$ cat config.mk
export PLATFORM = sky130hd
export DESIGN_NAME = coherence_arbiter
export DESIGN_NICKNAME = d
export VERILOG_FILES = /design/src/rtl/cpu_types_pkg.sv /design/src/rtl/diaosi_types_pkg.sv /design/src/rtl/rr_arbiter2.sv /design/src/rtl/coherence_arbiter.sv
export SDC_FILE = /design/constraint.sdc
export NUM_CORES = 1
export LEC_CHECK = 0
export BUFFER_PORTS_ARGS = -buffer_cell sky130_fd_sc_hd__buf_4
export CAP_MARGIN = 20
export CELL_PAD_IN_SITES_DETAIL_PLACEMENT = 2
export CELL_PAD_IN_SITES_GLOBAL_PLACEMENT = 2
export CORE_AREA = 2 2 193 195
export DETAILED_ROUTE_END_ITERATION = 7
export DIE_AREA = 0 0 195 197
export GPL_TIMING_DRIVEN = 0
export PLACE_DENSITY_LB_ADDON = 0.1
export SYNTH_ARGS = -nofsm -noshare
export SYNTH_HDL_FRONTEND = slang
export SYNTH_SLANG_ARGS = --single-unit
$ cat constraint.sdc
create_clock -name CLK -period 3 [get_ports CLK]
set_clock_uncertainty 0.2 [all_clocks]
set_input_delay 0.45 -clock CLK [delete_from_list [all_inputs] [get_ports CLK]]
set_output_delay 0.45 -clock CLK [all_outputs]
set_load 0.02 [all_outputs]
$ cat src/rtl/cpu_types_pkg.sv
`timescale 1ns/1ps
`default_nettype none
// ============================================================================
// Module      : cpu_types_pkg
// Description : Basic CPU-side data types shared by the memory subsystem:
//               the 32-bit machine word and the RAM handshake state.
// Revision    : 1.0 - initial release
// ============================================================================
package cpu_types_pkg;

  typedef logic [31:0] word_t;

  // ERROR is reported by the RAM model but the arbiter treats it as BUSY.
  typedef enum logic [1:0] {
    FREE   = 2'b00,
    BUSY   = 2'b01,
    ACCESS = 2'b10,
    ERROR  = 2'b11
  } ramstate_t;

endpackage
`default_nettype wire

$ cat src/rtl/diaosi_types_pkg.sv
`timescale 1ns/1ps
`default_nettype none
// ============================================================================
// Module      : diaosi_types_pkg
// Description : Types for the multicore memory subsystem glue logic,
//               currently the coherence arbiter state encoding.
// Revision    : 1.0 - initial release
// ============================================================================
package diaosi_types_pkg;

  typedef enum logic [2:0] {
    IDLE   = 3'd0,
    SNOOP0 = 3'd1,
    SNOOP1 = 3'd2,
    CCWB   = 3'd3,
    DSERVE = 3'd4,
    ISERVE = 3'd5
  } arbstate_t;

endpackage
`default_nettype wire

$ cat src/rtl/rr_arbiter2.sv
`timescale 1ns/1ps
`default_nettype none
// ============================================================================
// Module      : rr_arbiter2
// Description : Two-requester round-robin pick. The pointer only matters
//               when both requesters are active; the caller owns the
//               pointer and flips it after each grant.
// Ports       : req[1:0] - request lines
//               ptr      - preferred requester on a tie
//               winner   - index of the selected requester
// Revision    : 1.0 - initial release
// ============================================================================
module rr_arbiter2 (
  input  logic [1:0] req,
  input  logic       ptr,
  output logic       winner
);

  always_comb begin
    if (req == 2'b11) begin
      winner = ptr;
    end else begin
      // Single requester (or none): requester 1 wins only if it alone asks.
      winner = req[1];
    end
  end

endmodule
`default_nettype wire

$ cat src/rtl/coherence_arbiter.sv
`timescale 1ns/1ps
`default_nettype none
// ============================================================================
// Module      : coherence_arbiter
// Description : RAM-port arbiter and snoop coherence controller for two
//               cores. Data traffic beats instruction traffic. A coherent
//               dcache request first snoops the other dcache; a dirty copy
//               is written back before the requester is served.
// Ports       : CLK, nRST              - clock, async active-low reset
//               iREN/iaddr/iwait/iload - icache side, per core
//               dREN/dWEN/daddr/dstore/dwait/dload - dcache side, per core
//               cctrans/ccwrite        - coherent request / snoop response
//               ccwait/ccinv/ccsnoopaddr - snoop control toward dcaches
//               ramREN/ramWEN/ramaddr/ramstore/ramload/ramstate - RAM port
// Revision    : 1.0 - initial release
// ============================================================================
module coherence_arbiter
  import cpu_types_pkg::*;
  import diaosi_types_pkg::*;
#(
  parameter int CPUS = 2
) (
  input  logic                       CLK,
  input  logic                       nRST,
  // icache side
  input  logic [CPUS-1:0]            iREN,
  input  logic [CPUS-1:0][31:0]      iaddr,
  output logic [CPUS-1:0]            iwait,
  output logic [CPUS-1:0][31:0]      iload,
  // dcache side
  input  logic [CPUS-1:0]            dREN,
  input  logic [CPUS-1:0]            dWEN,
  input  logic [CPUS-1:0][31:0]      daddr,
  input  logic [CPUS-1:0][31:0]      dstore,
  output logic [CPUS-1:0]            dwait,
  output logic [CPUS-1:0][31:0]      dload,
  // coherence
  input  logic [CPUS-1:0]            cctrans,
  input  logic [CPUS-1:0]            ccwrite,
  output logic [CPUS-1:0]            ccwait,
  output logic [CPUS-1:0]            ccinv,
  output logic [CPUS-1:0][31:0]      ccsnoopaddr,
  // RAM port
  output logic                       ramREN,
  output logic                       ramWEN,
  output word_t                      ramaddr,
  output word_t                      ramstore,
  input  word_t                      ramload,
  input  ramstate_t                  ramstate
);

  // Registered state
  arbstate_t state, state_n;
  logic      r, r_n;                   // served core
  word_t     snoop_addr, snoop_addr_n; // latched snoop address
  logic      snoop_wr, snoop_wr_n;     // requester's write intent
  logic      dptr, dptr_n;
  logic      iptr, iptr_n;
  logic      snooped, snooped_n;       // current DSERVE followed a snoop
  logic      wb_first, wb_first_n;     // first cycle of CCWB
  logic      wb_cnt, wb_cnt_n;         // writeback words already done

  logic      o;                        // the snooped (other) core
  logic      cc_win, wb_win, i_win;
  logic      ram_done;

  assign o        = ~r;
  assign ram_done = (ramstate == ACCESS);

  rr_arbiter2 u_cc_arb (.req(cctrans), .ptr(dptr), .winner(cc_win));
  rr_arbiter2 u_wb_arb (.req(dWEN),    .ptr(dptr), .winner(wb_win));
  rr_arbiter2 u_i_arb  (.req(iREN),    .ptr(iptr), .winner(i_win));

  // --------------------------------------------------------------------------
  // State register
  // --------------------------------------------------------------------------
  always_ff @(posedge CLK or negedge nRST) begin
    if (!nRST) begin
      state      <= IDLE;
      r          <= 1'b0;
      snoop_addr <= '0;
      snoop_wr   <= 1'b0;
      dptr       <= 1'b0;
      iptr       <= 1'b0;
      snooped    <= 1'b0;
      wb_first   <= 1'b0;
      wb_cnt     <= 1'b0;
    end else begin
      state      <= state_n;
      r          <= r_n;
      snoop_addr <= snoop_addr_n;
      snoop_wr   <= snoop_wr_n;
      dptr       <= dptr_n;
      iptr       <= iptr_n;
      snooped    <= snooped_n;
      wb_first   <= wb_first_n;
      wb_cnt     <= wb_cnt_n;
    end
  end

  // --------------------------------------------------------------------------
  // Next-state logic
  // --------------------------------------------------------------------------
  always_comb begin
    state_n      = state;
    r_n          = r;
    snoop_addr_n = snoop_addr;
    snoop_wr_n   = snoop_wr;
    dptr_n       = dptr;
    iptr_n       = iptr;
    snooped_n    = snooped;
    wb_first_n   = 1'b0;
    wb_cnt_n     = wb_cnt;

    case (state)
      IDLE: begin
        if (|cctrans) begin
          r_n          = cc_win;
          dptr_n       = ~cc_win;
          snoop_addr_n = daddr[cc_win];
          snoop_wr_n   = ccwrite[cc_win];
          snooped_n    = 1'b1;
          state_n      = SNOOP0;
        end else if (|dWEN) begin
          r_n       = wb_win;
          dptr_n    = ~wb_win;
          snooped_n = 1'b0;
          state_n   = DSERVE;
        end else if (|iREN) begin
          r_n     = i_win;
          iptr_n  = ~i_win;
          state_n = ISERVE;
        end
      end

      SNOOP0: state_n = SNOOP1;

      SNOOP1: begin
        if (cctrans[o] && ccwrite[o]) begin
          wb_first_n = 1'b1;
          wb_cnt_n   = 1'b0;
          state_n    = CCWB;
        end else begin
          state_n = DSERVE;
        end
      end

      CCWB: begin
        // A "dirty" reply without a writeback behind it comes from a core
        // that is itself stuck requesting; nothing to write, move on.
        if (wb_first && !dWEN[o]) begin
          state_n = DSERVE;
        end else if (ram_done) begin
          wb_cnt_n = ~wb_cnt;
          if (wb_cnt) begin
            state_n = DSERVE;
          end
        end
      end

      DSERVE: begin
        if (!dREN[r] && !dWEN[r] && !cctrans[r]) begin
          state_n = IDLE;
        end
      end

      ISERVE: begin
        if (ram_done) begin
          state_n = IDLE;
        end
      end

      default: state_n = IDLE;
    endcase
  end

  // --------------------------------------------------------------------------
  // Output logic
  // --------------------------------------------------------------------------
  always_comb begin
    iwait          = '1;
    dwait          = '1;
    ccwait         = '0;
    ccinv          = '0;
    ccsnoopaddr    = '0;
    ccsnoopaddr[o] = snoop_addr;
    ramREN         = 1'b0;
    ramWEN         = 1'b0;
    ramaddr        = '0;
    ramstore       = '0;

    case (state)
      SNOOP0, SNOOP1: begin
        ccwait[o] = 1'b1;
        ccinv[o]  = snoop_wr;
      end

      CCWB: begin
        ccwait[o] = 1'b1;
        ramWEN    = dWEN[o];
        ramaddr   = daddr[o];
        ramstore  = dstore[o];
        if (ram_done) dwait[o] = 1'b0;
      end

      DSERVE: begin
        // On the requester side ccinv acts as the coherence grant.
        ccinv[r] = snooped;
        ramREN   = dREN[r];
        ramWEN   = dWEN[r] & ~dREN[r];
        ramaddr  = daddr[r];
        ramstore = dstore[r];
        if (ram_done) dwait[r] = 1'b0;
      end

      ISERVE: begin
        ramREN  = 1'b1;
        ramaddr = iaddr[r];
        if (ram_done) iwait[r] = 1'b0;
      end

      default: ;
    endcase
  end

  assign dload = {CPUS{ramload}};
  assign iload = {CPUS{ramload}};

endmodule
`default_nettype wire

Word-level counts from Yosys, hierarchy flattened
Cells that the tools add are included.
{"block": "classes", "magnitude_cmp": 5, "n_bitwise": 14, "n_eq_ne": 17, "n_mux": 68, "reduce_logical": 25}
{"op": "$mux W32", "n": 13}
{"op": "$pmux W32 S3", "n": 1}
{"op": "$and A64 B64 Y64", "n": 1}
{"op": "$pmux W32 S2", "n": 1}
{"op": "$demux W32 S1", "n": 1}
{"op": "$mux W1", "n": 31}
{"op": "$mux W3", "n": 9}
{"op": "$pmux W3 S6", "n": 1}
{"op": "$ne A2 B2 Y1 const B", "n": 5}
{"op": "$eq A2 B2 Y1 const B", "n": 4}
{"op": "$mux W2", "n": 4}
{"op": "$not A1 Y1", "n": 8}
{"op": "$pmux W2 S2", "n": 2}
{"op": "$reduce_and A4 Y1", "n": 2}
{"op": "$reduce_or A2 Y1", "n": 4}
{"op": "$eq A3 B2 Y1 const B", "n": 2}
{"op": "$eq A3 B3 Y1 const B", "n": 2}
{"op": "$logic_and A1 B1 Y1", "n": 6}
{"op": "$lt A1 B2 Y1 const B", "n": 3}
{"op": "$ne A3 B3 Y1 const B", "n": 2}
{"op": "$pmux W1 S2", "n": 3}
{"op": "$reduce_and A2 Y1", "n": 3}
{"op": "$reduce_and A5 Y1", "n": 1}
{"op": "$and A2 B2 Y2", "n": 2}
{"op": "other kinds (11)", "n": 18}
{"block": "word_totals", "ff_bits": 42, "in_bits": 238, "wordCells": 138}

Depth between registers and ports, before layout
Gate-level depths: netlist of run 1.
{"block": "depth", "ltp_word": 8, "ltp_mapped": 8, "depth_no_buf": 5}

By module
A second synthesis of run 1 with hierarchy kept.
{"block": "hier_totals", "cells_unflattened": 676, "hier_area_um2": 5290.1}
{"mod": "coherence_arbiter", "seq_area_each_um2": 1051.0, "n_inst": 1, "cells_each": 670, "area_per_inst_um2": 5256.3}
{"mod": "rr_arbiter2", "seq_area_each_um2": 0.0, "n_inst": 3, "cells_each": 2, "area_per_inst_um2": 11.3}

Least setup slack after synthesis of run 1
No wires, ideal clock.
{"block": "synth_timing", "kind": "register to output", "from": "register state[0]", "to": "output ramstore[0]", "arrival_time_ns": 1.604, "path_stages_with_launch": 9, "path_slack_ns": 0.746, "cell_sequence": "dfrtp_1 > buf_4 > nor2_2 > and2_1 > buf_6 > buf_6 > buf_6 > a221oi_1 > nor2_1"}
{"block": "synth_between", "elab_chain_len": 2}
{"item": "start, declared", "line_no": "coherence_arbiter.sv:53", "source": "arbstate_t state, state_n;"}
{"item": "start signal, assigned", "line_no": "coherence_arbiter.sv:89", "source": "state <= state_n;"}
{"item": "$eq A3 B3 Y1 / $eq A3 B2 Y1 (equally long branches)", "line_no": "coherence_arbiter.sv:192", "source": "case (state)"}
{"item": "$pmux W32 S2 (*)", "line_no": "coherence_arbiter.sv:192"}
{"item": "end, declared", "line_no": "coherence_arbiter.sv:47", "source": "output word_t ramstore,"}
Every way passes the cells marked *; elsewhere a longest branch is shown, timed or not.

Final worst setup path of run 1
{"block": "layout_timing", "from": "register r", "to": "output ramstore[8]"}
{"block": "layout_between", "elab_chain_len": 3}
{"item": "start, declared", "line_no": "coherence_arbiter.sv:54", "source": "logic r, r_n;"}
{"item": "start signal, assigned", "line_no": "coherence_arbiter.sv:90", "source": "r <= r_n;"}
{"item": "$mux W32, on equally long branches (2 in series)", "line_no": "coherence_arbiter.sv:212, coherence_arbiter.sv:202"}
{"item": "$pmux W32 S2 (*)", "line_no": "coherence_arbiter.sv:192"}
Every way passes the cells marked *; elsewhere a longest branch is shown, timed or not. The select of a mux whose other input is x is not followed.

==> results of run 1 <==
==> per-layer routing <==
| metal | part of all wire (%) | GRT usage [%] | wire length [um] |
|---|---|---|---|
| met2 | 53 | 36.1 | 20700 |
| met3 | 4.5 | 3.15 | 1740 |
| met1 | 41 | 23.4 | 16000 |
| met5 | 0 | 0 | 0 |
| met4 | 1.0 | 2.80 | 403 |
==> flip-flops by register name (all words and copies together), names as in the netlist <==
signal and count:
snoop_addr 32, state 3, dptr 1, iptr 1
r 1, snoop_wr 1, snooped 1, wb_cnt 1
wb_first 1
==> final timing paths <==
kind                       startpoint              to  slack (ns)  cells past startpoint
max                                 r     ramstore[8]         0.1                      6
min                              nRST               r       -0.03                      1
max reg2reg                  state[1]  snoop_addr[24]        0.63                      7
min reg2reg                      iptr            iptr        0.30                      1
max in group asynchronous        nRST   snoop_addr[3]        2.17                      1
min in group CLK              iREN[1]            iptr        0.16                      2
==> cells in the final DEF (no fill, tap or decap), types with 3 or more instances in the layout <==
master     synthesis  routed
inv_2              3       3
clkbuf_16          0       5
buf_4            136     611
a31oi_1            4       4
o21ai_1            5       6
nand3_1            3       3
nor2b_1           33      33
nand2_1           47      46
nor3_1             4       4
a21oi_1            3       3
o22ai_1            8       8
buf_2             23      16
clkbuf_1          32      21
and2_1            34      34
dfrtp_1           42      42
o2bb2ai_1         15      15
a221oi_2           6       6
clkbuf_2           1      11
o21ai_0           38      37
a221oi_1         122     122
nor2_1            54      53
a211oi_1           4       4
mux2i_1           43      43
a22o_1            18      18
buf_6              9      13
==> worst max-delay path: stages, from the launching register on <==
cell	delay [ns]
dfrtp_1	0.46
buf_2	0.29
buf_4	0.28
clkbuf_1	0.47
a221oi_1	0.11
nor2_1	0.16
buf_4	0.17
==> logic make-up (layout without fill, tap and decap cells) <==
family,after synthesis,in the layout,synth area share (%)
AO/OA/AOI/OAI,232,232,32.6
XOR/XNOR,1,1,0.154
buffers and inverters,207,687,24.3
flip-flops,42,42,18.4
multiplexers,45,45,7.95
other,0,1,0
AND/OR/NAND/NOR,188,188,16.5
==> through the flow <==
stage                     util, %  total power, W  worst slack (ns)  hold WS, ns  instances
after CTS                    27.7         0.00975           0.00584      0.00758       1662
after global placement       27.0         0.00885            0.0299        0.267       1651
after detailed placement     27.0         0.00891            0.0394        0.281       1651
after floorplan                 -         0.00540             0.746      -0.0456        715
after global routing         27.8          0.0103           0.00289       0.0126       1664
final                        27.8         0.00962            0.0990      -0.0302       1664
==> power by group <==
group / switching, W / leakage [nW] / total, W / internal, W
combinational: 0.00471 / 4.42 / 0.00782 / 0.00311
clock: 0.000263 / 0.0940 / 0.000743 / 0.000479
sequential: 0.000221 / 0.522 / 0.00106 / 0.000839
total: 0.00519 / 5.03 / 0.00962 / 0.00443
==> cell type report <==
| class | instances | area, um^2 | area share (%) |
|---|---|---|---|
| Clock inverter | 3 | 68.8 | 0.682 |
| Sequential cell | 42 | 1050 | 10.4 |
| Inverter | 5 | 18.8 | 0.186 |
| Clock buffer | 5 | 125 | 1.24 |
| Tap cell | 468 | 586 | 5.80 |
| Timing Repair Buffer | 473 | 3550 | 35.2 |
| Buffer | 201 | 1410 | 14.0 |
| Antenna cell | 1 | 2.50 | 0.0248 |
| Multi-Input combinational cell | 466 | 3280 | 32.5 |
==> what timing repair did <==
item / 4_1_cts / 5_1_grt
hold buffers: 0 / 0
hold endpoints to repair: 0 / 0
setup buffers: 3 / 2
setup endpoints to repair: 55 / 47
resized for setup: 11 / 24
pin swaps: 2 / 1
==> run_results.csv, run 1 <==
group,metric,value,unit
sta,final.period_utilization,96.7,%
synthesis,summed_instance_area_of_the_synthesized_netlist,5700,um^2
synthesis,synth-async-reset-ratio,100,%
outcome,violations_in_the_final_reports,"negative hold slack",
place,hpwl,31900,um
grt,grt_first_pass_wirelength,55500,um
sta,fin_crit,2.90,ns
synthesis,synth_enable_flop_cells,0,
place,place_area,9800,um^2
sta,maxClockFrequency,0.345,GHz
power_and_ir_drop,total_leakage_power,5.03,nW
grt,first_global_vias,8316,
detailed_routing,avgRoutedWirePerCell,23.4,um
clocking,cts_tree,"built",
synthesis,postSynthNetCount,953,
finish,layout.cell_area.non_filler,10100,um^2
finish,count_of_fill_cells_added_during_filler_insertion,4261,
die,die_height,197,um
power_and_ir_drop,cellPowerDensity,953,nW/um^2
detailed_routing,dr.pass1.iters,5,
place,gpl.final_weighted_congestion,0.759,
clocking,clock-root-buffer,"clkbuf_16",
sta,rsz0062_at_grt,"false",
grt,grt_start_max_net_pins,43,
clocking,tritoncts_num_sinks,42,
grt,grt-ovfl-total,0,
critical_path,timing_worst_setup_path_type,"reg -> out",
finish,area_added_between_synthesis_and_finish,77.1,%
sta,report.final.slew_viol_count,0,
sta,finalHoldWorstSlack,-0.0302,ns
synthesis,yosys.cell_types.count,48,
clocking,h-tree-depth,2,
detailed_routing,via_count,7716,
finish,layout-drive-gt1-share,56.8,%
die,placement_rows,70,
synthesis,yosys.area.top_type,"a221oi_1",
sta,finalSetupViolations,0,
critical_path,crit_path_start_kind,"flip-flop",
sta,finalHoldViolCount,18,
synthesis,synth-seq-area-share,18.4,%
detailed_routing,drt_drc_violations_left,0,
grt,grt_usage,19.2,%
critical_path,critPathCaptureType,"output pin",
clocking,cts_buffers,5,
synthesis,ys.warnings.count,0,
synthesis,leading_post_synthesis_cells_by_instance_count,"buf_4, a221oi_1, nor2_1",
die,design.portCount,504,
detailed_routing,wirelength,38900,um
grt,antenna_found_initial,1,
clocking,max-clock-path-buffers,2,
synthesis,ys.flop_type,"dfrtp_1",
clocking,cts.clk_slew.worst_paths,0.07,ns
sta,relSlewSlack,46.4,%
critical_path,timing.critical_path.required,2.35,ns
detailed_routing,drt-initial-drc-count,307,
place,portBuffers,468,
die,placeableCoreArea,36300,um^2
synthesis,syn_avg_cell_area,7.97,um^2
clocking,clock_latency_reported_for_the_late_side_of_the_worst_skew_pair,0.30,ns
synthesis,netlist_top_cells_area,"a221oi_1, dfrtp_1, buf_4, mux2i_1, and2_1",
die,fp.dieW,195,um
die,start_util,15.7,%
critical_path,worst-endpoint-arrival,2.25,ns
detailed_routing,vias_per_cell,4.64,
outcome,outcome,"finished, violations left",
die,die-area,38400,um^2
detailed_routing,antenna_left,0,
min_path,hold_class,"in -> async",
sta,fin_setup_tns,0,ns
critical_path,crit_path_max_fanout,10,
synthesis,post-synth-top-count-cell,"buf_4",
job,maxCapViolCount,0,
synthesis,post_synth_inst_count,715,
sta,worst-slew-pin-transition,0.803,ns
finish,finalNetCount,1432,
power_and_ir_drop,vdd_ir_drop_max,0.000335,V
synthesis,synth.ff_latch_count,42,
synthesis,netlist.area_leader.share,18.7,%
Note: power is estimated with default switching activity, not from simulation.
==> run 2: changes to the inputs <==
- ABC_AREA: not set -> 1
- CORE_AREA: 2 2 193 195 -> 2 2 198 200
- DIE_AREA: 0 0 195 197 -> 0 0 200 202
==> run_results.csv, run 2 <==
group,metric,value,unit
outcome,outcome,"finished, final reports clean",
sta,finalSetupViolations,0,
sta,relSlewSlack,54.3,%
die,design.portCount,504,
grt,grt-ovfl-total,0,
power_and_ir_drop,total_power_consumption,0.00807,W
synthesis,synth-async-reset-ratio,100,%
critical_path,worst-endpoint-arrival,2.18,ns
sta,rsz0062_at_grt,"false",
grt,grt_start_max_net_pins,43,
detailed_routing,via_count,8599,
synthesis,netlist.area_leader.share,17.4,%
place,portBuffers,471,
place,post-place-cells,2042,
synthesis,ys.warnings.count,0,
synthesis,post_synth_inst_count,1053,
critical_path,timing.critical_path.required,2.35,ns
clocking,cts_buffers,5,
synthesis,leading_post_synthesis_cells_by_instance_count,"nand2_1, nor2_1, o21ai_0",
die,die_height,202,um
finish,finalNetCount,1770,
grt,first_global_vias,9355,
clocking,clock-root-buffer,"clkbuf_16",
critical_path,timing_worst_setup_path_type,"reg -> out",
clocking,clock_latency_reported_for_the_late_side_of_the_worst_skew_pair,0.30,ns
critical_path,crit_path_start_kind,"flip-flop",
finish,largest_register_ffs,32,
critical_path,critPathCaptureType,"output pin",
detailed_routing,wirelength,40900,um
grt,grt_usage,19.8,%
sta,report.final.slew_viol_count,0,
place,hpwl,34900,um
clocking,post_cts_setup_buffers,0,
finish,layout-drive-gt1-share,44.4,%
sta,fin_crit,2.83,ns
sta,finalWorstSetupSlack,0.172,ns
detailed_routing,drt-initial-drc-count,253,
finish,most_frequent_cells_in_the_layout,"buf_4, nand2_1, nor2_1",
finish,max_flop_register,"snoop_addr",
grt,grt_first_pass_wirelength,59600,um
detailed_routing,antenna_left,0,
synthesis,synth-seq-area-share,17.4,%
finish,finalNonFillerCells,2054,
place,place_area,10200,um^2
critical_path,ff2ff_setup_slack,0.50,ns
die,placement_rows,72,
sta,maxClockFrequency,0.354,GHz
finish,largestRegisters,"snoop_addr (32), state (3)",
finish,count_of_fill_cells_added_during_filler_insertion,4695,
detailed_routing,vias_per_cell,4.19,
min_path,number_of_cells_on_the_worst_hold_path,3,
place,gpl.final_weighted_congestion,0.760,
finish,layout.cell_area.non_filler,10400,um^2
synthesis,ys.flop_type,"dfrtp_1",
synthesis,synth.ff_latch_count,42,
clocking,tritoncts_num_sinks,42,
job,maxCapViolCount,0,
min_path,hold_class,"in -> reg",
synthesis,netlist_top_cells_area,"dfrtp_1, buf_4, nand2_1, o21ai_0, nor2_1",
detailed_routing,avgRoutedWirePerCell,19.9,um
finish,mostFrequentLayoutCell,"buf_4",
die,fp.dieW,200,um
sta,fin_setup_tns,0,ns
sta,finalHoldViolCount,0,
clocking,max-clock-path-buffers,2,
synthesis,yosys.area.top_type,"dfrtp_1",
die,die-area,40400,um^2
place,dp_slack,0.187,ns
synthesis,synth_enable_flop_cells,0,
critical_path,worst_r2r_path_depth,5,
grt,antenna_found_initial,4,
clocking,cts_tree,"built",
critical_path,crit_path_max_fanout,10,
power_and_ir_drop,vdd_ir_drop_max,0.000217,V
clocking,h-tree-depth,2,
synthesis,postSynthNetCount,1291,
die,placeableCoreArea,38300,um^2
sta,worst-slew-pin-transition,0.686,ns
synthesis,yosys.cell_types.count,30,
power_and_ir_drop,cellPowerDensity,773,nW/um^2
detailed_routing,drt_drc_violations_left,0,
sta,final.period_utilization,94.3,%
finish,area_added_between_synthesis_and_finish,72.9,%
die,start_util,15.8,%
power_and_ir_drop,total_leakage_power,5.74,nW
synthesis,syn_avg_cell_area,5.74,um^2
synthesis,post-synth-top-count-cell,"nand2_1",
detailed_routing,dr.pass1.iters,4,
synthesis,summed_instance_area_of_the_synthesized_netlist,6040,um^2
clocking,cts.clk_slew.worst_paths,0.07,ns
-- run 2: per-layer routing --
metal | vias to the layer above | GRT usage, % | part of all wire [%]
met5 | - | 0 | 0.059
met4 | 4 | 1.53 | 0.36
met3 | 11 | 6.06 | 8.6
met2 | 273 | 35.1 | 50
met1 | 4089 | 24.2 | 41
li1 | 4222 | - | -
-- run 2: path summary, 6_finish.rpt --
kind	startpoint	endpoint
min	daddr[44]	snoop_addr[12]
max in group asynchronous	nRST	state[2]
max reg2reg	dptr	snoop_addr[29]
max	state[1]	ramstore[7]
min in group asynchronous	nRST	snoop_addr[16]
min reg2reg	snoop_wr	snoop_wr
-- run 2: critical path, cell delays in order (launching register included) --
cell,delay [ns]
dfrtp_1,0.45
inv_1,0.13
nand2_1,0.11
nor2_4,0.23
inv_2,0.18
buf_2,0.24
o32ai_1,0.33
buf_4,0.21
-- run 2: through the flow --
stage,util (%),hold slack (ns)
final,27.3,0.226
after global routing,27.3,0.235
after CTS,27.2,0.216
after floorplan,-,-0.0456
after global placement,26.7,0.279
after detailed placement,26.7,0.286
-- run 2: cells by family after synthesis --
logic type             count (synthesis)  synth area share, %
muxes                                  1                0.166
AOI/OAI and AO/OA                    261                 24.7
DFF                                   42                 17.4
buffers and inverters                319                 29.4
and+or+nand+nor                      430                 28.3
-- run 2: repair_timing --
item,CTS,global route
endpoints found under the setup margin,20,31
hold buffers,1,0
endpoints found under the hold margin,34,0
resized for setup,9,24
-- run 2: layout make-up --
cell class,count,area (um^2),share of cell area [%]
repair buffers,472,3550,34.0
multi-input cells,692,3230,30.9
plain buffers,198,1350,12.9
flip-flops and latches,42,1050,10.1
well taps,518,648,6.21
inverters,121,457,4.37
clock buffers,6,139,1.33
clock inverters,2,12.5,0.120
diodes,3,7.51,0.0719
-- run 2: power by group --
group / total (W) / switching (W) / internal (W)
Sequential: 0.00102 / 0.000169 / 0.000846
Combinational: 0.00648 / 0.00418 / 0.00230
Clock: 0.000575 / 0.000245 / 0.000330
